--- src/rtl/maze_map_server.sv ---
// Tile-map server: two 3-stage read ports over a shared 2-bit tile RAM, a power-up map builder,
// and an optional ball overlay on port B (enabled by defining MAZE_MAP_BALL_OVERLAY_EN).
module maze_map_server #(
  parameter int          TILE_COLS = 40,
  parameter int          TILE_ROWS = 30,
  parameter logic [7:0]  FLOOR_PX  = 8'h00,
  parameter logic [7:0]  WALL_PX   = 8'h26,
  parameter logic [7:0]  HOLE_PX   = 8'h49,
  parameter logic [7:0]  WIN_PX    = 8'hF9,
  parameter logic [7:0]  BALL_PX   = 8'hFF,
  parameter int          BALL_HALF = 7
) (
  input  logic       clk,
  input  logic       reset,
  input  logic [9:0] a_col_addr,
  input  logic [9:0] a_row_addr,
  output logic [7:0] a_out,
  input  logic [9:0] b_col_addr,
  input  logic [9:0] b_row_addr,
  output logic [7:0] b_out,
  input  logic       wr_en,
  input  logic [5:0] wr_tile_col,
  input  logic [4:0] wr_tile_row,
  input  logic [1:0] wr_tile,
  input  logic [9:0] ball_x,
  input  logic [9:0] ball_y,
  output logic       ready
);

  localparam int          NTILES     = TILE_COLS * TILE_ROWS;
  localparam logic [10:0] COL_PX_LIM = 11'(TILE_COLS * 16);
  localparam logic [10:0] ROW_PX_LIM = 11'(TILE_ROWS * 16);
  localparam logic [10:0] LAST_IDX   = 11'(NTILES - 1);
  localparam logic [5:0]  LAST_COL   = 6'(TILE_COLS - 1);
  localparam logic [4:0]  LAST_ROW   = 5'(TILE_ROWS - 1);
  localparam logic [6:0]  NCOLS      = 7'(TILE_COLS);
  localparam logic [5:0]  NROWS      = 6'(TILE_ROWS);

  typedef enum logic {ST_INIT = 1'b0, ST_RUN = 1'b1} state_t;

  function automatic logic [7:0] class_code(input logic [1:0] cls);
    logic [7:0] code;
    case (cls)
      2'd0:    code = FLOOR_PX;
      2'd1:    code = WALL_PX;
      2'd2:    code = HOLE_PX;
      default: code = WIN_PX;
    endcase
    return code;
  endfunction

  function automatic logic [10:0] tile_index(input logic [5:0] col, input logic [5:0] row);
    return 11'(row) * 11'(TILE_COLS) + 11'(col);
  endfunction

  function automatic logic in_map(input logic [9:0] col, input logic [9:0] row);
    return ({1'b0, col} < COL_PX_LIM) && ({1'b0, row} < ROW_PX_LIM);
  endfunction

  logic [1:0]  tile_mem_q [NTILES];

  state_t      state_q, state_d;
  logic [10:0] init_idx_q, init_idx_d;
  logic [5:0]  init_col_q, init_col_d;
  logic [4:0]  init_row_q, init_row_d;
  logic        ready_q, ready_d;
  logic        init_we;
  logic [1:0]  init_cls;

  logic        usr_we_q, usr_we_d;
  logic [10:0] usr_idx_q, usr_idx_d;
  logic [1:0]  usr_cls_q;

  logic [10:0] a_idx_q, a_idx_d, b_idx_q, b_idx_d;
  logic        a_inr_q, b_inr_q, a_rdy_q, b_rdy_q, b_ball_q;
  logic [1:0]  a_cls_q, b_cls_q;
  logic        a_inr2_q, b_inr2_q, a_rdy2_q, b_rdy2_q, b_ball2_q;
  logic [7:0]  a_out_q, a_out_d, b_out_q, b_out_d;
  logic        a_inr, b_inr, ball_hit;

  always_ff @(posedge clk) begin
    if (reset) begin
      state_q    <= ST_INIT;
      init_idx_q <= 11'd0;
      init_col_q <= 6'd0;
      init_row_q <= 5'd0;
      ready_q    <= 1'b0;
    end else begin
      state_q    <= state_d;
      init_idx_q <= init_idx_d;
      init_col_q <= init_col_d;
      init_row_q <= init_row_d;
      ready_q    <= ready_d;
    end
  end

  // Map builder walks the tiles in raster order; the border ring becomes wall.
  always_comb begin
    state_d    = state_q;
    init_idx_d = init_idx_q;
    init_col_d = init_col_q;
    init_row_d = init_row_q;
    ready_d    = 1'b0;
    init_we    = 1'b0;
    init_cls   = 2'd0;
    case (state_q)
      ST_INIT: begin
        init_we = 1'b1;
        if ((init_row_q == 5'd0) || (init_row_q == LAST_ROW) ||
            (init_col_q == 6'd0) || (init_col_q == LAST_COL)) begin
          init_cls = 2'd1;
        end else begin
          init_cls = 2'd0;
        end
        if (init_idx_q == LAST_IDX) begin
          state_d = ST_RUN;
        end else begin
          init_idx_d = init_idx_q + 11'd1;
          if (init_col_q == LAST_COL) begin
            init_col_d = 6'd0;
            init_row_d = init_row_q + 5'd1;
          end else begin
            init_col_d = init_col_q + 6'd1;
          end
        end
      end
      ST_RUN:  ready_d = 1'b1;
      default: state_d = ST_INIT;
    endcase
  end

  // Host writes are staged one cycle so they land alongside the RAM read of reads issued
  // in the same cycle, which therefore see the old contents.
  always_comb begin
    usr_we_d  = wr_en && ready_q && ({1'b0, wr_tile_col} < NCOLS) && ({1'b0, wr_tile_row} < NROWS);
    usr_idx_d = tile_index(wr_tile_col, {1'b0, wr_tile_row});
    a_inr     = in_map(a_col_addr, a_row_addr);
    b_inr     = in_map(b_col_addr, b_row_addr);
    a_idx_d   = a_inr ? tile_index(a_col_addr[9:4], a_row_addr[9:4]) : 11'd0;
    b_idx_d   = b_inr ? tile_index(b_col_addr[9:4], b_row_addr[9:4]) : 11'd0;
  end

`ifdef MAZE_MAP_BALL_OVERLAY_EN
  localparam logic signed [10:0] BH = 11'(BALL_HALF);
  logic signed [10:0] ball_dx, ball_dy;
  assign ball_dx  = $signed({1'b0, b_col_addr}) - $signed({1'b0, ball_x});
  assign ball_dy  = $signed({1'b0, b_row_addr}) - $signed({1'b0, ball_y});
  assign ball_hit = (ball_dx <= BH) && (ball_dx >= -BH) && (ball_dy <= BH) && (ball_dy >= -BH);
`else
  logic unused_ball;
  assign unused_ball = ^{ball_x, ball_y};
  assign ball_hit    = 1'b0;
`endif

  // The RAM itself is not reset; the map builder rewrites every entry after reset.
  always_ff @(posedge clk) begin
    if (init_we) begin
      tile_mem_q[init_idx_q] <= init_cls;
    end else if (usr_we_q) begin
      tile_mem_q[usr_idx_q] <= usr_cls_q;
    end
  end

  // Output mapping: not-ready forces wall, then ball, then out-of-map wall, then tile class.
  always_comb begin
    a_out_d = WALL_PX;
    b_out_d = WALL_PX;
    if (a_rdy2_q && a_inr2_q) begin
      a_out_d = class_code(a_cls_q);
    end else begin
      a_out_d = WALL_PX;
    end
    if (!b_rdy2_q) begin
      b_out_d = WALL_PX;
    end else if (b_ball2_q) begin
      b_out_d = BALL_PX;
    end else if (!b_inr2_q) begin
      b_out_d = WALL_PX;
    end else begin
      b_out_d = class_code(b_cls_q);
    end
  end

  always_ff @(posedge clk) begin
    if (reset) begin
      usr_we_q  <= 1'b0;  usr_idx_q <= 11'd0;  usr_cls_q <= 2'd0;
      a_idx_q   <= 11'd0; a_inr_q   <= 1'b0;   a_rdy_q   <= 1'b0;
      b_idx_q   <= 11'd0; b_inr_q   <= 1'b0;   b_rdy_q   <= 1'b0; b_ball_q <= 1'b0;
      a_cls_q   <= 2'd0;  a_inr2_q  <= 1'b0;   a_rdy2_q  <= 1'b0;
      b_cls_q   <= 2'd0;  b_inr2_q  <= 1'b0;   b_rdy2_q  <= 1'b0; b_ball2_q <= 1'b0;
      a_out_q   <= WALL_PX;
      b_out_q   <= WALL_PX;
    end else begin
      usr_we_q  <= usr_we_d;  usr_idx_q <= usr_idx_d; usr_cls_q <= wr_tile;
      a_idx_q   <= a_idx_d;   a_inr_q   <= a_inr;     a_rdy_q   <= ready_q;
      b_idx_q   <= b_idx_d;   b_inr_q   <= b_inr;     b_rdy_q   <= ready_q; b_ball_q <= ball_hit;
      a_cls_q   <= tile_mem_q[a_idx_q]; a_inr2_q <= a_inr_q; a_rdy2_q <= a_rdy_q;
      b_cls_q   <= tile_mem_q[b_idx_q]; b_inr2_q <= b_inr_q; b_rdy2_q <= b_rdy_q;
      b_ball2_q <= b_ball_q;
      a_out_q   <= a_out_d;
      b_out_q   <= b_out_d;
    end
  end

  assign a_out = a_out_q;
  assign b_out = b_out_q;
  assign ready = ready_q;

endmodule

--- config.mk ---
export PLATFORM = sky130hd
export DESIGN_NAME = maze_map_server
export DESIGN_NICKNAME = d
export VERILOG_FILES = /design/src/rtl/maze_map_server.sv
export SDC_FILE = /design/constraint.sdc
export NUM_CORES = 2
export LEC_CHECK = 0
export ABC_CLOCK_PERIOD_IN_PS = 59300
export BUFFER_PORTS_ARGS = -buffer_cell sky130_fd_sc_hd__buf_2
export CAP_MARGIN = 20
export CORE_MARGIN = 2
export CORE_UTILIZATION = 35
export DETAILED_ROUTE_END_ITERATION = 8
export HOLD_SLACK_MARGIN = 0.03
export SYNTH_ARGS = -nofsm -noshare
export SYNTH_HDL_FRONTEND = slang
export SYNTH_SLANG_ARGS = --single-unit
--- constraint.sdc ---
create_clock -name clk -period 59.3 [get_ports clk]
set_clock_uncertainty 0.1 [all_clocks]
set_input_delay 2.965 -clock clk [delete_from_list [all_inputs] [get_ports clk]]
set_output_delay 2.965 -clock clk [all_outputs]
set_load 0.01 [all_outputs]
### Yosys cells after proc, flatten, opt, wreduce, memory -nomap -nowiden

Memory sizes are Yosys's and may differ from the RTL's. A register that Yosys moved wholly into a read port is not among the register bits.
Cells that the tools add are included.

| cells by class | value |
|---|---|
| add/subtract/negate cells | 6 |
| multiply operators | 3 |
| order comparisons | 6 |
| eq/ne operators | 7 |
| muxes and demuxes | 15 |
| bitwise logic cells | 7 |
| reduce and logical (&&, ||, !) cells | 20 |

Operators with widths:

| operator | number |
|---|---|
| case mux 8 bit (3 select lines) | 2 |
| adder 11 x 6 -> 11 bit | 3 |
| less-than comparator 10 bit (second input constant) | 2 |
| less-than comparator 10 x 9 -> 1 bit (second input constant) | 2 |
| multiplier 6 x 3 -> 8 bit (second input constant) | 2 |
| adder 11 x 1 -> 11 bit (second input constant) | 1 |
| equality test 11 bit (second input constant) | 1 |
| 2-to-1 mux 11 bit | 1 |
| 2-to-1 mux 1 bit | 10 |
| multiplier 5 x 3 -> 8 bit (second input constant) | 1 |
| OR reduction 2 bit | 4 |
| NOT 1 bit | 7 |
| adder 6 x 1 -> 6 bit (second input constant) | 1 |
| equality test 6 bit (second input constant) | 1 |
| logical AND 1 bit | 6 |
| zero test 6 bit | 1 |
| less-than comparator 6 bit (second input constant) | 1 |
| 2-to-1 mux 6 bit | 1 |
| adder 5 x 1 -> 5 bit (second input constant) | 1 |
| equality test 5 bit (second input constant) | 1 |
| zero test 5 bit | 1 |
| less-than comparator 5 bit (second input constant) | 1 |
| equality test 2 x 1 -> 1 bit (second input constant) | 2 |
| equality test 2 bit (second input constant) | 2 |
| 6 further kinds | 9 |

| storage, ports and cells | value |
|---|---|
| flip-flop bits (word level) | 82 |
| bits in writable memories | 2,400 |
| output and inout bits | 17 |
| logic and storage cells | 84 |
| memories kept | 1 |

Memories:

| name | depth | width | rd ports | clocked after Yosys merged registers in | wr ports | RTL line | text |
|---|---|---|---|---|---|---|---|
| tile_mem_q | 1,200 | 2 | 2 | 2 | 1 | 60 | `logic [1:0] tile_mem_q [NTILES];` |

### Logic depth before layout (Yosys ltp)

| depth | value |
|---|---|
| depth in word-level cells | 7 |
| gate-level depth with buffers | 15 |
| depth with buffers taken out | 10 |

### Worst setup path before layout

OpenSTA, ideal clock, no wires.

| timing | value |
|---|---|
| kind | register to register |
| from | register init_col_q[0] |
| to | memory tile_mem_q[0][0], data pin |
| library setup time | 9,490 ps |
| data arrival time | 47,180 ps |
| required time | 49,710 ps |
| setup slack | 2,530 ps |
| cell stages (with the launch flop) | 7 |
| path buffers | 0 |
| cells stage by stage | dfxtp_1 > inv_1 > ha_1 > nor3b_1 > a31oi_1 > o31a_1 > o21ai_0 |

| on the way | value |
|---|---|
| longest elaborated chain between the ends | 6 |
| elaborated cells on any way between the ends | 7 |
| classes of those cells | eq/ne: 1; mux: 3; reduce/logical: 3 |

RTL lines:

| element | RTL line | text |
|---|---|---|
| start, declared | 64 | `logic [5:0] init_col_q, init_col_d;` |
| start signal, assigned | 91 | `init_col_q <= init_col_d;` |
| zero test 6 bit | 110 | `(init_col_q == 6'd0) \|\| (init_col_q == LAST_COL)) begin` |
| logical OR 1 bit | 109 | `if ((init_row_q == 5'd0) \|\| (init_row_q == LAST_ROW) \|\|` |
| logical OR 1 bit (*) | 110 |  |
| 2-to-1 mux 1 bit (*) | 109 |  |
| 2-to-1 mux 1 bit (*) | 106 | `case (state_q)` |
| 2-to-1 mux 2 bit (no line) (*) | -- |  |
| end, declared | 60 |  |

Every way passes the cells marked *; elsewhere a longest branch is shown, timed or not.

==> flow_summary.json <==
{
  "ant_nets": 0,
  "netlist_instances": 7374,
  "synth_xor_xnor_area_share": 0.00281,
  "grt_pass1_vias": 76800,
  "synth_simple_gate_area_frac": 0.0650,
  "synthMuxAreaShare": 0.250,
  "avgSynthCellArea_um2": 16.5,
  "synth_ff_type": "edfxtp_1",
  "synth_adder_area_share": 0.00479,
  "finalWorstSetupSlack_ns": 52.84,
  "core_um2": 346000,
  "yosysUniqueCellTypes": 91,
  "start_util": 0.352,
  "synth_edf_count": 2400,
  "async_reset_ff_frac": 0,
  "vias_per_cell": 6.41,
  "syn_to_final_growth_pct": 11.8,
  "drt_iter0_drc": 13000,
  "grt-ovfl-total": 0,
  "setup_viol": 0,
  "portBuffers": 56,
  "num_io_pins": 93,
  "holdCritPathClass": "reg2reg",
  "routed_wl_mm": 427,
  "slew_headroom": 0.105,
  "ys_ff_latch": 2478,
  "start_kind": "flip-flop",
  "final_design_area_no_fill_um2": 136000,
  "final_layout_size_suffix_gt1_frac": 0.261,
  "synth_top_family_by_area": "multiplexers",
  "cts_root_buffer": "clkbuf_16",
  "critical_path.max_fanout": 31,
  "crit_arrival_ns": 7.19,
  "peakVddDrop_mv": 0.0316,
  "die_y_um": 594,
  "ys_seq_area_frac": 0.605,
  "cts.sinks": 2478,
  "crit_path_end_kind": "flip-flop",
  "cts_resized": 0,
  "antenna_found_initial": 43,
  "routedWlPerCell_um": 35.2,
  "ctsLongestPathBuffers": 4,
  "htree_levels": 5,
  "powerDensity_nw_per_um2": 28.1,
  "path_class": "reg2reg",
  "synth_compound_area_frac": 0.0392,
  "num-nets-final": 7434,
  "clock_latency_ns": 0.97,
  "cts_hold_buf": 0,
  "leakage_nw": 35.6,
  "rows": 216,
  "drc": 0,
  "die-width_um": 594,
  "place.gp.congestion": 0.894,
  "worst_pin_slew_ns": 1.34,
  "grt_pass1_wl_mm": 593,
  "hold_viol": 0,
  "finalCritPeriodShare": 0.109,
  "n_fill_cell": 31200,
  "rsz0062_at_grt": "false",
  "first_pass_iters": 6,
  "synth_area_um2": 122000,
  "num_vias": 77700,
  "fmax_mhz": 155,
  "placed_cell_area_um2": 127000,
  "pre_cts_ws_ns": 52.94,
  "timing.setup.tns_ns": 0,
  "syn_nets": 7493,
  "detailed_place_hpwl_mm": 261,
  "post-route-min-period_ns": 6.46,
  "status": "finished clean",
  "required_ns": 60.03,
  "grt_max_degree": 241,
  "drv_cap": 0,
  "clkSlewWorstSetupHoldPaths_ns": 0.06,
  "grt_usage": 0.236,
  "tritoncts": "built",
  "slew_violations": 0,
  "cts_buffers": 287,
  "cts_setup_buffers": 0,
  "ys_warn_count": 0,
  "die-area_um2": 353000
}
[critical path: stages, from the launching register on]
cell	delay, ns
dfxtp_4	0.71
buf_4	0.65
buf_4	0.55
buf_4	0.63
buf_4	0.59
mux4_2	0.63
a22o_1	0.26
a221oi_1	0.40
o22ai_1	0.16
a211oi_1	0.82
a311oi_1	0.19
a31o_1	0.28
a31o_1	0.20
[power breakdown]
group          total, mW  internal, mW  switching (mW)  leakage (nW)
Clock               1.72          1.01           0.717          4.35
Sequential          1.90          1.89         0.00817          19.8
Combinational      0.202        0.0661           0.136          11.5
Total               3.82          2.96           0.861          35.6
[sequential cells by signal (all words and copies together), names as in the netlist, 2 cells and up]
name and flops:
tile_mem_q 2400, init_col_q 6, a_out 4, a_cls_q 2, usr_cls_q 2, init_row_q 5, usr_idx_q 11, b_out 4
init_idx_q 11, b_cls_q 2, b_idx_q 11, a_idx_q 11
[layer usage]
| metal | share of wire | vias up | global-route usage |
|---|---|---|---|
| met5 | 0.00045 | - | 0 |
| met4 | 0.059 | 30 | 0.125 |
| met3 | 0.12 | 1099 | 0.0636 |
| met2 | 0.46 | 5695 | 0.363 |
| met1 | 0.36 | 40900 | 0.305 |
| li1 | - | 29900 | - |
[cells in the mapped netlist (12+ instances only)]
master	instances	area (um2)
buf_1	44	165
nor3_1	37	185
dfxtp_1	78	1560
mux2_2	25	282
a2111oi_0	15	131
xor2_1	22	193
nand4_1	27	169
nand2b_1	18	113
a22oi_1	106	796
buf_6	64	721
and2_1	24	150
a31oi_1	19	119
buf_12	21	420
a22o_1	15	131
nor4_1	15	93.8
nor2_1	1321	4960
a21oi_1	111	556
buf_2	121	606
a211oi_1	53	398
mux4_2	1118	25200
inv_1	26	97.6
nor2b_1	48	300
xnor2_1	17	149
mux2i_1	349	3490
a221oi_1	27	236
nand3_1	97	485
edfxtp_1	2400	72100
mux4_1	55	1450
o211ai_1	17	128
nand3b_1	12	90.1
o22ai_1	89	557
o221ai_1	82	718
buf_8	18	270
buf_4	76	571
ha_1	37	463
nand2_1	227	852
o21ai_0	75	375
clkbuf_1	319	1200
[cell type report]
cell class                      instances  area, um2  share of cell area
Sequential cell                      2478      73700               0.541
Multi-Input combinational cell       4202      44600               0.328
Clock buffer                          359       7750              0.0570
Tap cell                             4578       5730              0.0421
Timing Repair Buffer                  318       2990              0.0219
Clock inverter                        129       1140             0.00841
Inverter                               28        120            0.000882
Antenna cell                           35       87.6            0.000643
[worst paths after layout]
check	cells past startpoint	startpoint	slack [ns]	endpoint
setup / recovery	12	b_idx_q[0]$_SDFF_PP0_	52.84	b_cls_q[0]$_SDFF_PP0_
hold / removal	1	b_inr_q$_SDFF_PP0_	0.36	b_inr2_q$_SDFF_PP0_
setup reg to reg	12	b_idx_q[0]$_SDFF_PP0_	52.84	b_cls_q[0]$_SDFF_PP0_
hold reg to reg	1	b_inr_q$_SDFF_PP0_	0.36	b_inr2_q$_SDFF_PP0_
[placed cells by master (no fill, tap or decap), drive strengths merged, types with 22 or more instances in the layout]
| cell | n |
|---|---|
| a211oi | 54 |
| a21oi | 111 |
| a221oi | 28 |
| a22oi | 106 |
| and2 | 25 |
| buf | 317 |
| clkbuf | 360 |
| clkinv | 99 |
| dfxtp | 78 |
| diode | 35 |
| edfxtp | 2400 |
| ha | 37 |
| inv | 30 |
| mux2 | 25 |
| mux2i | 349 |
| mux4 | 1174 |
| nand2 | 227 |
| nand3 | 98 |
| nand4 | 27 |
| nor2 | 1322 |
| nor2b | 49 |
| nor3 | 37 |
| o21ai | 79 |
| o221ai | 82 |
| o22ai | 89 |
| xor2 | 22 |
[stage by stage]
stage               hold WS (ns)  std cells  utilization  power [mW]
detailed placement         0.346      11600        0.366        2.13
finish                     0.358      12100        0.393        3.82
global route               0.385      12100        0.393        3.90
CTS                        0.359      12100        0.391        3.83
global placement           0.340      11600        0.365        2.13
floorplan                  0.314       7374            -        2.05
[logic make-up (layout without fill, tap and decap cells)]
logic type | count (synthesis) | after routing
buffers and inverters | 694 | 834
XOR/XNOR | 39 | 39
AO/OA/AOI/OAI | 681 | 681
adder cells (fa/ha/maj) | 43 | 43
flip-flops | 2478 | 2478
AND/OR/NAND/NOR | 1891 | 1891
multiplexers | 1548 | 1548
other | 0 | 35
Power figures use the tool's default switching activity.
